--- src/rtl/sy_dpram_pkg.sv ---
// Shared types and helpers for the byte-enabled single-clock dual-port RAM.
package sy_dpram_pkg;

    localparam int RDW_OLD = 0;
    localparam int RDW_NEW = 1;

    typedef enum logic {
        CLEAR = 1'b0,
        RUN   = 1'b1
    } state_t;

    // Address bits needed to index n words (minimum 1).
    function automatic int clogb2(input int n);
        int r;
        r = 0;
        while ((1 << r) < n) begin
            r = r + 1;
        end
        return (r < 1) ? 1 : r;
    endfunction

endpackage

--- src/rtl/sy_dpram_clr.sv ---
// Post-reset clear sequencer: sweeps zero words over every address, then runs.
module sy_dpram_clr
    import sy_dpram_pkg::*;
#(
    parameter int DP = 64,
    parameter int AD = clogb2(DP)
) (
    input  logic          clk,
    input  logic          rst,
    output logic          busy,
    output logic          clr_we,
    output logic [AD-1:0] clr_addr
);

    localparam logic [AD-1:0] LAST_ADDR = AD'(DP - 1);

    state_t        state_reg, state_next;
    logic [AD-1:0] cnt_reg, cnt_next;

    always_ff @(posedge clk) begin
        if (rst) begin
            state_reg <= CLEAR;
            cnt_reg   <= '0;
        end else begin
            state_reg <= state_next;
            cnt_reg   <= cnt_next;
        end
    end

    always_comb begin
        state_next = state_reg;
        cnt_next   = cnt_reg;
        case (state_reg)
            CLEAR: begin
                if (cnt_reg == LAST_ADDR) begin
                    state_next = RUN;
                    cnt_next   = '0;
                end else begin
                    cnt_next = cnt_reg + 1'b1;
                end
            end
            RUN:     state_next = RUN;
            default: state_next = CLEAR;
        endcase
    end

    assign busy     = (state_reg == CLEAR);
    assign clr_we   = busy;
    assign clr_addr = cnt_reg;

endmodule

--- src/rtl/sy_dpram_be.sv ---
// Single-clock RAM: byte-enabled write port B, read port A, selectable
// read-during-write policy, optional output register and post-reset clear.
module sy_dpram_be
    import sy_dpram_pkg::*;
#(
    parameter int WD       = 32,
    parameter int BW       = 8,
    parameter int DP       = 64,
    parameter int AD       = clogb2(DP),
    parameter int RDW_MODE = RDW_OLD,
    parameter int OREG     = 0
) (
    input  logic             clk,
    input  logic             rst,
    input  logic             cs_n,
    input  logic             wr_n,
    input  logic             rd_n,
    input  logic [AD-1:0]    addr_b,
    input  logic [WD-1:0]    din_b,
    input  logic [WD/BW-1:0] be_b,
    input  logic [AD-1:0]    addr_a,
    output logic [WD-1:0]    dout_a,
    output logic             dout_vld,
    output logic             coll,
    output logic             busy
);

    localparam int          NB    = WD / BW;
    localparam logic [AD:0] DEPTH = (AD + 1)'(DP);

    logic          clr_we;
    logic [AD-1:0] clr_addr;

    sy_dpram_clr #(
        .DP (DP),
        .AD (AD)
    ) u_clr (
        .clk      (clk),
        .rst      (rst),
        .busy     (busy),
        .clr_we   (clr_we),
        .clr_addr (clr_addr)
    );

    logic wr_in_range, rd_in_range, wr_qual, rd_qual, coll_hit;

    assign wr_in_range = ({1'b0, addr_b} < DEPTH);
    assign rd_in_range = ({1'b0, addr_a} < DEPTH);
    assign wr_qual     = ~busy & ~cs_n & ~wr_n & wr_in_range;
    assign rd_qual     = ~busy & ~cs_n & ~rd_n;
    // Collision is judged on address match alone, so be_b = 0 still flags it.
    assign coll_hit    = wr_qual & rd_qual & rd_in_range & (addr_a == addr_b);

    logic [AD-1:0] mem_waddr;
    logic [WD-1:0] mem_wdata;
    logic [NB-1:0] mem_we;

    always_comb begin
        mem_waddr = addr_b;
        mem_wdata = din_b;
        mem_we    = be_b & {NB{wr_qual}};
        if (busy) begin
            mem_waddr = clr_addr;
            mem_wdata = '0;
            mem_we    = {NB{clr_we}};
        end
    end

    // Read-side side-band: held with the read word so dout_a stays stable
    // between reads; strobe and collision flag are one-cycle pulses.
    logic          oor_reg, fwd_sel_reg, vld1_reg, coll1_reg;
    logic [WD-1:0] fwd_data_reg;
    logic [NB-1:0] fwd_be_reg;
    logic [WD-1:0] s1_data;

    always_ff @(posedge clk) begin
        if (rst) begin
            oor_reg      <= 1'b0;
            fwd_sel_reg  <= 1'b0;
            fwd_data_reg <= '0;
            fwd_be_reg   <= '0;
            vld1_reg     <= 1'b0;
            coll1_reg    <= 1'b0;
        end else begin
            vld1_reg  <= rd_qual;
            coll1_reg <= coll_hit;
            if (rd_qual) begin
                oor_reg      <= ~rd_in_range;
                fwd_sel_reg  <= coll_hit && (RDW_MODE == RDW_NEW);
                fwd_data_reg <= din_b;
                fwd_be_reg   <= be_b;
            end
        end
    end

    // One RAM per byte lane; the registered read naturally yields old data
    // on a same-address write, and the lane mux applies forwarding.
    for (genvar gi = 0; gi < NB; gi++) begin : g_lane
        logic [BW-1:0] mem [DP];
        logic [BW-1:0] q_reg;

        always_ff @(posedge clk) begin
            if (mem_we[gi]) begin
                mem[mem_waddr] <= mem_wdata[gi*BW +: BW];
            end
        end

        always_ff @(posedge clk) begin
            if (rst) begin
                q_reg <= '0;
            end else if (rd_qual && rd_in_range) begin
                q_reg <= mem[addr_a];
            end
        end

        always_comb begin
            s1_data[gi*BW +: BW] = q_reg;
            if (oor_reg) begin
                s1_data[gi*BW +: BW] = '0;
            end else if (fwd_sel_reg && fwd_be_reg[gi]) begin
                s1_data[gi*BW +: BW] = fwd_data_reg[gi*BW +: BW];
            end
        end
    end

    if (OREG != 0) begin : g_oreg
        logic [WD-1:0] dout_reg;
        logic          vld2_reg, coll2_reg;

        always_ff @(posedge clk) begin
            if (rst) begin
                dout_reg  <= '0;
                vld2_reg  <= 1'b0;
                coll2_reg <= 1'b0;
            end else begin
                vld2_reg  <= vld1_reg;
                coll2_reg <= vld1_reg & coll1_reg;
                if (vld1_reg) begin
                    dout_reg <= s1_data;
                end
            end
        end

        assign dout_a   = dout_reg;
        assign dout_vld = vld2_reg;
        assign coll     = coll2_reg;
    end else begin : g_noreg
        assign dout_a   = s1_data;
        assign dout_vld = vld1_reg;
        assign coll     = coll1_reg;
    end

endmodule

--- config.mk ---
export PLATFORM = sky130hd
export DESIGN_NAME = sy_dpram_be
export DESIGN_NICKNAME = d
export VERILOG_FILES = /design/src/rtl/sy_dpram_pkg.sv /design/src/rtl/sy_dpram_clr.sv /design/src/rtl/sy_dpram_be.sv
export SDC_FILE = /design/constraint.sdc
export NUM_CORES = 2
export LEC_CHECK = 0
export CAP_MARGIN = 10
export CORE_MARGIN = 3
export CORE_UTILIZATION = 40
export DETAILED_ROUTE_END_ITERATION = 7
export SETUP_SLACK_MARGIN = 0.05
export SLEW_MARGIN = 20
export SYNTH_ARGS = -nofsm -noshare
export SYNTH_HDL_FRONTEND = slang
export SYNTH_HIERARCHICAL = 1
export SYNTH_SLANG_ARGS = --single-unit
--- constraint.sdc ---
create_clock -name clk -period 3.2 [get_ports clk]
set_clock_uncertainty 0.1 [all_clocks]
set_input_delay 0.8 -clock clk [delete_from_list [all_inputs] [get_ports clk]]
set_output_delay 0.8 -clock clk [all_outputs]
set_load 0.02 [all_outputs]
=== After elaboration in Yosys (flattened, before gate mapping) ===
Memories as Yosys holds them, arrays and structs flattened. A register that Yosys moved wholly into a read port is not among the register bits.
Cells that the tools add are included.

* $add $sub $neg: 1
* Multiply operators: 0
* Div/mod/pow operators: 0
* $lt $le $gt $ge: 0
* Equal/unequal tests: 2
* Shift-type cells: 0
* Muxes and demuxes: 14
* Bitwise logic cells: 10
* Reductions and logical operators: 0

{| class="wikitable"
|+ Operators with widths
! cell !! count
|-
| $mux W32 || 1
|-
| $mux W6 || 2
|-
| $mux W1 || 9
|-
| $add A6 B1 Y6 const B || 1
|-
| $eq A6 B6 Y1 || 1
|-
| $eq A6 B6 Y1 const B || 1
|-
| $and A1 B1 Y1 || 5
|-
| $and A4 B4 Y4 || 1
|-
| $mux W4 || 1
|-
| $not A1 Y1 || 4
|-
| $pmux W1 S2 || 1
|}

* Flip-flop bits (word level): 9
* Latch bits: 0
* RAM bits: 2048
* ROM bits: 0
* Input port bits: 53
* Output and inout port bits: 35
* Logic and storage cells: 35
* Memories: 4

{| class="wikitable"
|+ Memories
! name !! depth !! width !! rd ports !! clocked after memory_dff !! wr ports !! RTL line !! RTL
|-
| g_lane[0].mem || 64 || 8 || 1 || 1 || 1 || sy_dpram_be.sv:99 || <nowiki>logic [BW-1:0] mem [DP];</nowiki>
|-
| g_lane[1].mem || 64 || 8 || 1 || 1 || 1 || sy_dpram_be.sv:99 ||
|-
| g_lane[2].mem || 64 || 8 || 1 || 1 || 1 || sy_dpram_be.sv:99 ||
|-
| g_lane[3].mem || 64 || 8 || 1 || 1 || 1 || sy_dpram_be.sv:99 ||
|}

=== Depth between registers and ports, before layout ===
* Depth after elaboration: 7
* Gate-level depth with buffers: 11
* Depth with buffers taken out: 8

=== Modules after synthesis ===
The synthesis kept the hierarchy.

{| class="wikitable"
|+ By module, submodules not included
! module !! instances !! cells each !! area an instance (um2) !! seq. area each (um2)
|-
| sy_dpram_be || 1 || 4026 || 81214.1 || 62179.6
|-
| sy_dpram_clr || 1 || 38 || 344.1 || 140.1
|}

=== Least setup slack after synthesis ===
No wires, ideal clock.

* Path kind: register to register
* From: register u_clr.state_reg
* To: memory g_lane[0].mem[0][1], data pin
* Arrival time: 2775 ps
* Required time: 2586 ps
* Path slack: -189 ps
* Stages on the path, launching flop included: 7
* Path buffers: 4
* Period minus slack after synthesis: 3389 ps
* Cell sequence: dfxtp_1 buf_6 inv_1 buf_2 buf_2 clkbuf_1 nor2b_1

* Cells in the longest elaborated chain, start to end: 1

{| class="wikitable"
|+ Ends and longest elaborated chain
! item !! RTL line !! RTL
|-
| from (decl) || sy_dpram_clr.sv:17 || <nowiki>state_t state_reg, state_next;</nowiki>
|-
| from (signal assigned) || sy_dpram_clr.sv:25 || <nowiki>state_reg <= state_next;</nowiki>
|-
| $mux W32 || sy_dpram_be.sv:62 || <nowiki>if (busy) begin</nowiki>
|-
| net mem_wdata[1] || sy_dpram_be.sv:55 || <nowiki>logic [WD-1:0] mem_wdata;</nowiki>
|-
| to (decl) || sy_dpram_be.sv:99 ||
|}

The timed path passes the listed nets, and every way through them passes these cells.

=== Worst setup path after layout ===
* From: register u_clr.state_reg
* To: memory g_lane[0].mem[60][6], enable pin

* Cells in the longest elaborated chain, start to end: 6
* Elaborated cells on any way between the ends: 8
* Those cells by class: mux: 4; bitwise: 4

{| class="wikitable"
|+ Ends and longest elaborated chain
! item !! RTL line !! RTL
|-
| $and A1 B1 Y1 (2 in series) || sy_dpram_be.sv:49 || <nowiki>assign wr_qual = ~busy & ~cs_n & ~wr_n & wr_in_range;</nowiki>
|-
| $and A4 B4 Y4 || sy_dpram_be.sv:61 || <nowiki>mem_we = be_b & {NB{wr_qual}};</nowiki>
|-
| $mux W4 || sy_dpram_be.sv:62 ||
|-
| $mux W1 || sy_dpram_be.sv:103 || <nowiki>if (mem_we[gi]) begin</nowiki>
|-
| $mux W1 (implied by the code) || sy_dpram_be.sv:104 || <nowiki>mem[mem_waddr] <= mem_wdata[gi*BW +: BW];</nowiki>
|}

Parallel ways exist; a longest one is shown, timed or not.

==> results by group <==
Outcome
  – Outcome: complete, no violations

Clock network
  – H-tree depth: 4
  – CTS root buf: clkbuf_16
  – CTS tree: yes
  – Hold_buf cts: 0
  – Reg clk slew, reported paths: 60 ps
  – Max clock buf depth: 3
  – CTS sink count: 2,089
  – Clock Latency Late Sink: 850 ps
  – Number of buffers created by CTS: 203

Final layout
  – Final non-filler cell total: 7,659
  – Largest register FFs: 2,048
  – Post-layout nets: 4,861
  – Final Cell Area: 0.09827 mm2
  – Share of post-route cells with drive strength above 1: 29.71%
  – Fin util: 48.52%
  – Multi-input gate area: 0.01822 mm2
  – Fillers: 16,450
  – Area Overhead vs Synth: 20.49%
  – Reg area: 0.06232 mm2

Global routing
  – Vias in the first global route: 43,920
  – GRT overflow: 0
  – Tot GR Track Use: 21.47%
  – First-pass GRT wire length: 323.5 mm
  – Pin count of the biggest net entering global routing: 65
  – Initial antenna violation count: 5

Placed design
  – DP Area: 0.09135 mm2
  – Inst Count DP: 7,273
  – Port bufs: 87
  – Dpl hpwl: 150.9 mm
  – Worst slack at placement: -614.9 ps
  – Gpl congestion: 0.8835

Floorplan
  – DIE AREA: 0.2093 mm2
  – Rows: 165
  – Chip Height: 457.5 um
  – Placeable Area: 0.2025 mm2
  – # IOs: 88
  – Initial core utilization: 40.27%
  – Chip width: 457.5 um

Pwr
  – PwrDens: 582.4 mW/mm2
  – Final Power: 57.23 mW
  – Maximum VDD drop: 0.5738 mV
  – Leak pwr: 33.48 nW

Route
  – Detailed-route vias per instance: 5.667
  – Vias: 43,400
  – Wirelength, routed: 225.6 mm
  – ANT nets after route: 0
  – Routed len/inst: 29.46 um
  – DR DRC count: 0
  – DRT iter0 DRCs: 5,374
  – DRT Pass-1 Iters: 6

Min path
  – Worst Hold Class: reg -> reg

STA
  – Relative slew slack: 19.99%
  – Period utilization: 94.85%
  – Least-Margin Pin Slew: 1197 ps
  – RSZ-0062 raised after global routing: false
  – Crit path time final: 3035 ps
  – Max-slew violations: 0
  – WHS: 464.0 ps
  – Setup ws final: 164.8 ps
  – Max frequency: 329.5 MHz
  – Fin Setup TNS: 0 ps
  – # setup viols final: 0
  – Hold Fails Final Rpt: 0

Logic synthesis
  – Seq cells post-synth: 2,089
  – Gate Count Post-Synth: 4,064
  – Netlist Area Pre-Place: 0.08156 mm2
  – Distinct cells, synth: 56
  – Syn avg cell area: 20.07 um2
  – Top_reg_cell synth: edfxtp_1
  – Top-area cell type share of the netlist area: 75.41%
  – Sequential area share after synthesis: 76.41%
  – Syn nets: 4,118
  – Yosys warns: 6
  – Post-synth EDFFs: 2,048
  – Largest area contributor in the netlist: edfxtp_1
  – Fraction of registers with async set/reset: 0%
  – Main area contributors after synthesis: edfxtp_1, mux4_2, mux2i_1, nor2_1, dfxtp_1

Critical path
  – Worst Setup End Kind: register
  – CP Data Required Time: 3650 ps
  – Slowest stage cell, crit path: nor2_1
  – Most used cell, CP: buf_4
  – Critical path type: reg -> reg
  – Crit path cell chain: inv_6 -> buf_4 -> buf_4 -> mux2i_1 -> buf_4 -> nor2_1 -> buf_4 -> nand2_1 -> nor2_1 -> buf_4
  – Crit path max fanout: 17
  – CP arrival: 3480 ps
  – Startpoint Class: register
  – Worst path max stage delay: 480 ps
  – Slack of the worst reg-to-reg path: 160 ps

Flow run
  – Maximum Capacitance Violations: 0
worst max-delay path, delay by kind of cell, from the launching register on:
| family | cells | cell delay (ps) |
|---|---|---|
| buffers and inverters | 6 | 1340 |
| and+or+nand+nor | 3 | 790 |
| DFF | 1 | 390 |
| muxes | 1 | 110 |
power breakdown:
part	internal, mW	total (mW)	switching (mW)
Sequential	29.8	29.8	0.0544
Clock	14.4	24.6	10.2
Combinational	1.27	2.79	1.52
Total	45.4	57.2	11.8
kinds of logic after synthesis:
group,after synthesis,share of synthesized area [%]
AND/OR/NAND/NOR,614,3.239
AO/OA/AOI/OAI,391,3.300
flip-flops,2089,76.41
buffers and inverters,242,1.651
adder cells (fa/ha/maj),1,0.01534
XOR/XNOR,8,0.08591
multiplexers,719,15.30
synthesized netlist by cell type (8+ instances only):
library cell	number
inv_1	8
o31ai_1	17
a311oi_1	15
mux2i_1	279
nor2_1	331
o22ai_1	72
o21ai_0	14
nor3_1	32
buf_1	12
nand2_1	146
clkbuf_1	88
and2_1	10
buf_2	66
a31oi_1	19
mux4_2	420
nor3b_1	18
a22oi_1	58
dfxtp_1	41
nand2b_1	8
edfxtp_1	2048
buf_6	22
buf_4	42
o221ai_1	54
a21oi_1	81
mux2_2	20
a211oi_1	25
nor2b_1	46
cell type report:
class                   instances  share of cell area (%)
flip-flops and latches       2089                   63.42
clock buffers                 279                   5.699
inverters                      10                 0.04329
repair buffers                770                   7.576
well taps                    2672                   3.402
clock inverters               101                   1.304
multi-input cells            1733                   18.54
diodes                          5                 0.01273
final timing paths:
check	endpoint	startpoint	cells after the start
worst max register to register	g_lane[0].mem[60][6]	u_clr/state_reg	10
worst min-delay path	u_clr/clr_addr[0]	u_clr/state_reg	2
worst max-delay path	g_lane[0].mem[60][6]	u_clr/state_reg	10
worst min register to register	u_clr/clr_addr[0]	u_clr/state_reg	2
metal layers:
metal / track usage [%] / part of all wire [%] / up-vias
li1: - / - / 18190
met2: 34.23 / 48 / 1845
met4: 7.245 / 3.4 / 0
met5: 0 / 0 / -
met3: 4.377 / 7.9 / 341
met1: 29.60 / 41 / 23030
layout by cell type, fill, tap and decap left out, types with 40 or more instances in the layout:
cell type / Yosys / routed
edfxtp_1: 2048 / 2048
buf_4: 42 / 569
mux4_2: 420 / 420
nor2_1: 331 / 328
mux2i_1: 279 / 279
clkbuf_16: 0 / 207
nand2_1: 146 / 145
buf_12: 2 / 114
clkdlybuf4s50_1: 0 / 81
a21oi_1: 81 / 78
o22ai_1: 72 / 72
a22oi_1: 58 / 58
clkbuf_1: 88 / 57
o221ai_1: 54 / 54
dfxtp_1: 41 / 40
what timing repair did:
item                                    4_1_cts  5_1_grt
setup buffers                                 1        0
endpoints found under the setup margin        2       72
gates resized for setup                       4        1
endpoints found under the hold margin         0        0
Power figures use the tool's default switching activity.
